`config.mk`:
```
export PLATFORM = sky130hd
export DESIGN_NAME = jtag_host_driver
export DESIGN_NICKNAME = d
export VERILOG_FILES = /design/src/rtl/jtag_host_driver.sv
export SDC_FILE = /design/constraint.sdc
export NUM_CORES = 1
export LEC_CHECK = 0
export ABC_AREA = 1
export BUFFER_PORTS_ARGS = -buffer_cell sky130_fd_sc_hd__buf_2
export CORE_MARGIN = 5
export CORE_UTILIZATION = 34
export CTS_CLUSTER_DIAMETER = 60
export CTS_CLUSTER_SIZE = 25
export DETAILED_ROUTE_END_ITERATION = 8
export GPL_ROUTABILITY_DRIVEN = 0
export GPL_TIMING_DRIVEN = 1
export MAX_ROUTING_LAYER = met4
export PLACE_DENSITY = 0.56
export SETUP_SLACK_MARGIN = 0.05
export SLEW_MARGIN = 30
export SYNTH_ARGS = -nofsm -noshare
export SYNTH_HDL_FRONTEND = slang
export SYNTH_SLANG_ARGS = --single-unit
```
`constraint.sdc`:
```
create_clock -name clk -period 4.05 [get_ports clk]
set_input_delay 0 -clock clk [delete_from_list [all_inputs] [get_ports clk]]
set_output_delay 0 -clock clk [all_outputs]
set_load 0.01 [all_outputs]
```
`src/rtl/jtag_host_driver.sv`:
```
// Host-side JTAG initiator: walks the TAP through IR/DR scans or a TAP reset, shifts cmd_data out
// on tdi and returns the tdo bits captured during the shift.
module jtag_host_driver #(
  parameter int unsigned CLK_DIV = 4,
  parameter int unsigned MAX_LEN = 64,
  parameter int unsigned LEN_W   = 7
) (
  input  logic               clk,
  input  logic               rst,
  input  logic               cmd_valid,
  output logic               cmd_ready,
  input  logic [1:0]         cmd_type,
  input  logic [LEN_W-1:0]   cmd_len,
  input  logic [MAX_LEN-1:0] cmd_data,
  output logic               rsp_valid,
  output logic               rsp_err,
  output logic [MAX_LEN-1:0] rsp_data,
  output logic               jtag_tck,
  output logic               jtag_tms,
  output logic               jtag_tdi,
  output logic               jtag_trst_n,
  input  logic               jtag_tdo
);

  localparam int unsigned      DivW    = (CLK_DIV > 1) ? $clog2(CLK_DIV) : 1;
  localparam int unsigned      IdxW    = (MAX_LEN > 1) ? $clog2(MAX_LEN) : 1;
  localparam logic [DivW-1:0]  DivLast = DivW'(CLK_DIV - 1);
  localparam logic [LEN_W-1:0] MaxLen  = LEN_W'(MAX_LEN);
  localparam logic [1:0]       TypeIr  = 2'd0;
  localparam logic [1:0]       TypeDr  = 2'd1;
  localparam logic [1:0]       TypeRst = 2'd2;
  localparam logic [1:0]       TypeBad = 2'd3;

  typedef enum logic [2:0] {StInit, StIdle, StHdr, StShift, StUpd, StRti, StDone} state_e;

  state_e             state_q;
  logic [DivW-1:0]    div_q;
  logic [LEN_W-1:0]   bit_q;
  logic [1:0]         type_q;
  logic [LEN_W-1:0]   len_q;
  logic [MAX_LEN-1:0] data_q;

  logic             running, tick, rise, fall, shift_last;
  logic [LEN_W-1:0] bit_nxt, hdr_last;
  logic [IdxW-1:0]  idx, idx_nxt;

  assign running    = state_q inside {StInit, StHdr, StShift, StUpd, StRti};
  assign tick       = running && (div_q == DivLast);
  assign rise       = tick && !jtag_tck;
  assign fall       = tick && jtag_tck;
  assign bit_nxt    = bit_q + LEN_W'(1);
  assign idx        = bit_q[IdxW-1:0];
  assign idx_nxt    = bit_nxt[IdxW-1:0];
  assign shift_last = (bit_q == len_q - LEN_W'(1));

  // Index of the last tms header bit for the latched command type.
  always_comb begin
    hdr_last = LEN_W'(4);
    if (type_q == TypeIr) begin
      hdr_last = LEN_W'(3);
    end else if (type_q == TypeDr) begin
      hdr_last = LEN_W'(2);
    end
  end

  always_ff @(posedge clk) begin
    if (rst) begin
      state_q     <= StInit;
      div_q       <= '0;
      bit_q       <= '0;
      type_q      <= '0;
      len_q       <= '0;
      data_q      <= '0;
      cmd_ready   <= 1'b0;
      rsp_valid   <= 1'b0;
      rsp_err     <= 1'b0;
      rsp_data    <= '0;
      jtag_tck    <= 1'b0;
      jtag_tms    <= 1'b1;
      jtag_tdi    <= 1'b0;
      jtag_trst_n <= 1'b0;
    end else begin
      jtag_trst_n <= 1'b1;
      rsp_valid   <= 1'b0;
      rsp_err     <= 1'b0;

      if (running) begin
        if (tick) begin
          div_q    <= '0;
          jtag_tck <= ~jtag_tck;
        end else begin
          div_q <= div_q + DivW'(1);
        end
      end else begin
        div_q    <= '0;
        jtag_tck <= 1'b0;
      end

      // tms/tdi only move on tck falling edges so the TAP sees them stable at its rising edge.
      unique case (state_q)
        StInit: begin
          if (fall) begin
            if (bit_q == LEN_W'(5)) begin
              state_q   <= StIdle;
              cmd_ready <= 1'b1;
              bit_q     <= '0;
              jtag_tms  <= 1'b0;
            end else begin
              bit_q    <= bit_nxt;
              jtag_tms <= (bit_nxt < LEN_W'(5));
            end
          end
        end
        StIdle: begin
          jtag_tms <= 1'b0;
          jtag_tdi <= 1'b0;
          if (cmd_valid && cmd_ready) begin
            cmd_ready <= 1'b0;
            type_q    <= cmd_type;
            len_q     <= cmd_len;
            data_q    <= cmd_data;
            rsp_data  <= '0;
            bit_q     <= '0;
            if (cmd_len == '0 || cmd_len > MaxLen || cmd_type == TypeBad) begin
              state_q   <= StDone;
              rsp_valid <= 1'b1;
              rsp_err   <= 1'b1;
            end else begin
              state_q  <= StHdr;
              jtag_tms <= 1'b1;
            end
          end
        end
        StHdr: begin
          if (fall) begin
            if (bit_q == hdr_last) begin
              bit_q <= '0;
              if (type_q == TypeRst) begin
                state_q  <= StRti;
                jtag_tms <= 1'b0;
              end else begin
                state_q  <= StShift;
                jtag_tms <= (len_q == LEN_W'(1));
                jtag_tdi <= data_q[0];
              end
            end else begin
              bit_q    <= bit_nxt;
              jtag_tms <= (type_q == TypeRst) || (type_q == TypeIr && bit_q == '0);
            end
          end
        end
        StShift: begin
          if (rise) begin
            rsp_data[idx] <= jtag_tdo;
          end
          if (fall) begin
            if (shift_last) begin
              state_q  <= StUpd;
              jtag_tms <= 1'b1;
              jtag_tdi <= 1'b0;
            end else begin
              bit_q    <= bit_nxt;
              jtag_tdi <= data_q[idx_nxt];
              jtag_tms <= (bit_nxt == len_q - LEN_W'(1));
            end
          end
        end
        StUpd: begin
          if (fall) begin
            state_q  <= StRti;
            jtag_tms <= 1'b0;
          end
        end
        StRti: begin
          if (fall) begin
            state_q   <= StDone;
            rsp_valid <= 1'b1;
          end
        end
        StDone: begin
          state_q   <= StIdle;
          cmd_ready <= 1'b1;
        end
        default: state_q <= StInit;
      endcase
    end
  end

endmodule

```
==> impl_metrics.json <==
{
  "status": "complete, no violations",
  "synthTopCellsByCount": "nor2_1 (351), nand2_1 (302), dfxtp_1 (156)",
  "synth_area_leaders": "dfxtp_1 (39%), nor2_1 (17%), nand2_1 (14%), nand3_1 (8.6%), o21ai_0 (5.0%)",
  "grt_setup_unrepaired": "no",
  "required_ns": 4.42,
  "clockBufferDepth": 2,
  "layout.nets": 1556,
  "grt_antenna_before_repair": 0,
  "synth_top_family_by_area": "simple AND/OR/NAND/NOR gates",
  "pwr-share-comb": 0.054,
  "yosysWarnings": 0,
  "synth_compound_area_frac": 0.0857,
  "htreeDepth": 4,
  "clk_pin_slew_ns": 0.07,
  "io_pins": 148,
  "synth_mux_area_frac": 0,
  "finalHoldViolCount": 0,
  "worst_pin_slew_ns": 0.774,
  "hold_path_startpoint": "jtag_tdo",
  "p_clk_frac": 0.494,
  "area_delta_synth_final_pct": 29.3,
  "post_route_cells_drive_above_1_share": 0.151,
  "total_leakage_power_uw": 0.00493,
  "io_buffers": 147,
  "yosys.area_share.simple": 0.423,
  "skew_ns": 0.0187,
  "cts_tree": "done",
  "std_cell_rows": 56,
  "diodes": 0,
  "min_path_cells": 4,
  "firstDrtPassIters": 5,
  "sequentialPowerShare": 0.452,
  "synth.yosys.seq_area_share": 0.392,
  "netlist_area_mm2": 0.00796,
  "yosysMostFrequentCell": "nor2_1",
  "crit_path_start_kind": "register",
  "synth_flop_cell": "dfxtp_1",
  "synth_xor_area_frac": 0.00550,
  "avgRoutedWirePerCell_um": 13.8,
  "grt.overflow.total": 0,
  "postCtsHoldBufs": 76,
  "worst_hold_path_type": "in2reg",
  "r2r_cells": 11,
  "powerDensity_mw_per_mm2": 332,
  "worstSetupEndpointType": "register",
  "finalSetupTns_ns": 0,
  "async_reset_ff_frac": 0,
  "grt_usage": 0.195,
  "whs_endpoint": "rsp_data[8]",
  "instances_no_fill": 1805,
  "slew_headroom": 0.484,
  "cp_data_arrival_time_ns": 3.07,
  "die-area_mm2": 0.0266,
  "yosys.area.top_type": "dfxtp_1",
  "cts_resized": 0,
  "synth_adder_area_share": 0.00943,
  "cts-root-buf": "clkbuf_16",
  "core_region_area_mm2": 0.0233,
  "cts_inserted_buffers": 17,
  "die_w_um": 163,
  "crit_type": "reg2reg",
  "sw_frac_of_total": 0.259,
  "fin_crit_sh": 0.667,
  "synth_nets": 1368,
  "dieHeight_um": 163,
  "max_freq_mhz": 370,
  "p_switching_uw": 883,
  "final_antenna_net_count": 0,
  "synth.avg_cell_area_um2": 6.19,
  "vias_per_cell": 4.73,
  "place_area_mm2": 0.00890,
  "ys_types": 28,
  "path_max_fanout": 17,
  "cap_violations": 0,
  "drc": 0,
  "post_cts_buffers": 0,
  "drt_iter0_drc": 559,
  "r2r-start": "bit_q[1]",
  "reg2reg_slack_ns": 1.35,
  "setup_viol": 0,
  "ys_ff_latch": 156,
  "grt_max_degree": 83,
  "synthCells": 1285,
  "drt_wl_total_mm": 25.0,
  "clock_sinks": 156,
  "internal-power_uw": 2530,
  "num_vias": 8533,
  "reg2reg_to": "jtag_tdi",
  "synth_edf_count": 0,
  "clk_latency_ns": 0.44,
  "stdcell_area_mm2": 0.0103,
  "fin_crit_ns": 2.70,
  "finalMaxSlewViolations": 0,
  "grt_pass1_vias": 8162,
  "dp_cells": 1697,
  "dpl.hpwl_mm": 16.8,
  "ir_drop_v": 0.000254,
  "grt_pass1_wl_mm": 41.0,
  "start_util": 0.342,
  "netlist.area_leader.share": 0.392,
  "fill_cells": 2497
}
-- cell usage in the layout, fill, tap and decap left out --
master,instances
inv_8,3
bufinv_16,1
nand2_2,23
buf_4,10
buf_12,1
clkinv_1,5
xnor2_1,1
a21oi_1,41
o21ai_0,79
clkinv_8,5
nor3_1,2
o211ai_1,4
ha_1,6
dlygate4sd3_1,76
nor2_1,349
dfxtp_1,156
nand3_1,136
xor2_1,4
clkbuf_16,17
nand4_1,8
a31oi_1,2
or2_2,3
o21a_1,1
buf_2,147
clkinv_2,1
inv_1,87
clkinv_4,1
inv_6,5
nand2_1,302
inv_2,3
o21ai_4,1
nor2_4,3
o31ai_1,3
-- area by class of cell --
cell class	instances	area (um^2)	share of cell area
inverter	96	362	0.0351
clock buffer	17	425	0.0414
timing repair buffer	234	1590	0.155
multi-input combinational	968	4190	0.407
sequential	156	3120	0.304
tap	319	399	0.0388
clock inverter	15	198	0.0192
-- registers in the layout (all words and copies together) (netlist names), 2 cells and up --
| name | count |
|---|---|
| state_q | 3 |
| len_q | 7 |
| type_q | 2 |
| bit_q | 7 |
| data_q | 64 |
| rsp_data | 64 |
| div_q | 2 |
-- power by group through the flow --
stage                     sequential, uW  clock (uW)  combinational, uW
final                               1540        1690                184
after global routing                1540        1790                203
after CTS                           1540        1720                183
after detailed placement            1580           0                128
after global placement              1580           0                127
after floorplan                     1580           0               63.2
-- per-stage QoR --
| step | total power, uW | hold WS [ns] | worst slack, ns | util |
|---|---|---|---|---|
| 2_1_floorplan | 1640 | 0.135 | 1.74 | - |
| 6_report | 3410 | 0.192 | 1.35 | 0.442 |
| 3_5_place_dp | 1700 | 0.226 | 1.40 | 0.383 |
| 5_1_grt | 3540 | 0.224 | 1.02 | 0.442 |
| 3_3_place_gp | 1700 | 0.223 | 1.54 | 0.383 |
| 4_1_cts | 3440 | 0.197 | 1.36 | 0.442 |
-- worst max path at each step --
stage	from	to
final	bit_q[1]	jtag_tdi
after global routing	bit_q[1]	jtag_tdi
after CTS	bit_q[1]	jtag_tdi
after detailed placement	bit_q[1]	jtag_tdi
after global placement	bit_q[1]	jtag_tdi
after floorplan	bit_q[0]	jtag_tdi
-- critical path, cell delays in order, from the launching register on --
cell and delay (ns):
dfxtp_1 0.51, inv_1 0.22, ha_1 0.37, buf_4 0.25, clkinv_1 0.45, nand3_1 0.24
nand3_1 0.10, nand3_1 0.09, nand3_1 0.09, nand3_1 0.12, nand3_1 0.08, a21oi_1 0.12
-- kinds of logic (layout without fill, tap and decap cells) --
kind of cell	count (synthesis)	count (layout)
AND/OR/NAND/NOR	826	826
buffers and inverters	161	362
flip-flops	156	156
AO/OA/AOI/OAI	131	131
adder cells (fa/ha/maj)	6	6
XOR/XNOR	5	5
-- metal layers --
metal  vias up  track usage  share of wire
li1       4422            -              -
met1      3860        0.246           0.46
met2       209        0.323           0.47
met3        42       0.0337          0.047
met4         0       0.0560          0.022
met5         -            -              0
No activity file was read; power rests on OpenSTA's default activity.
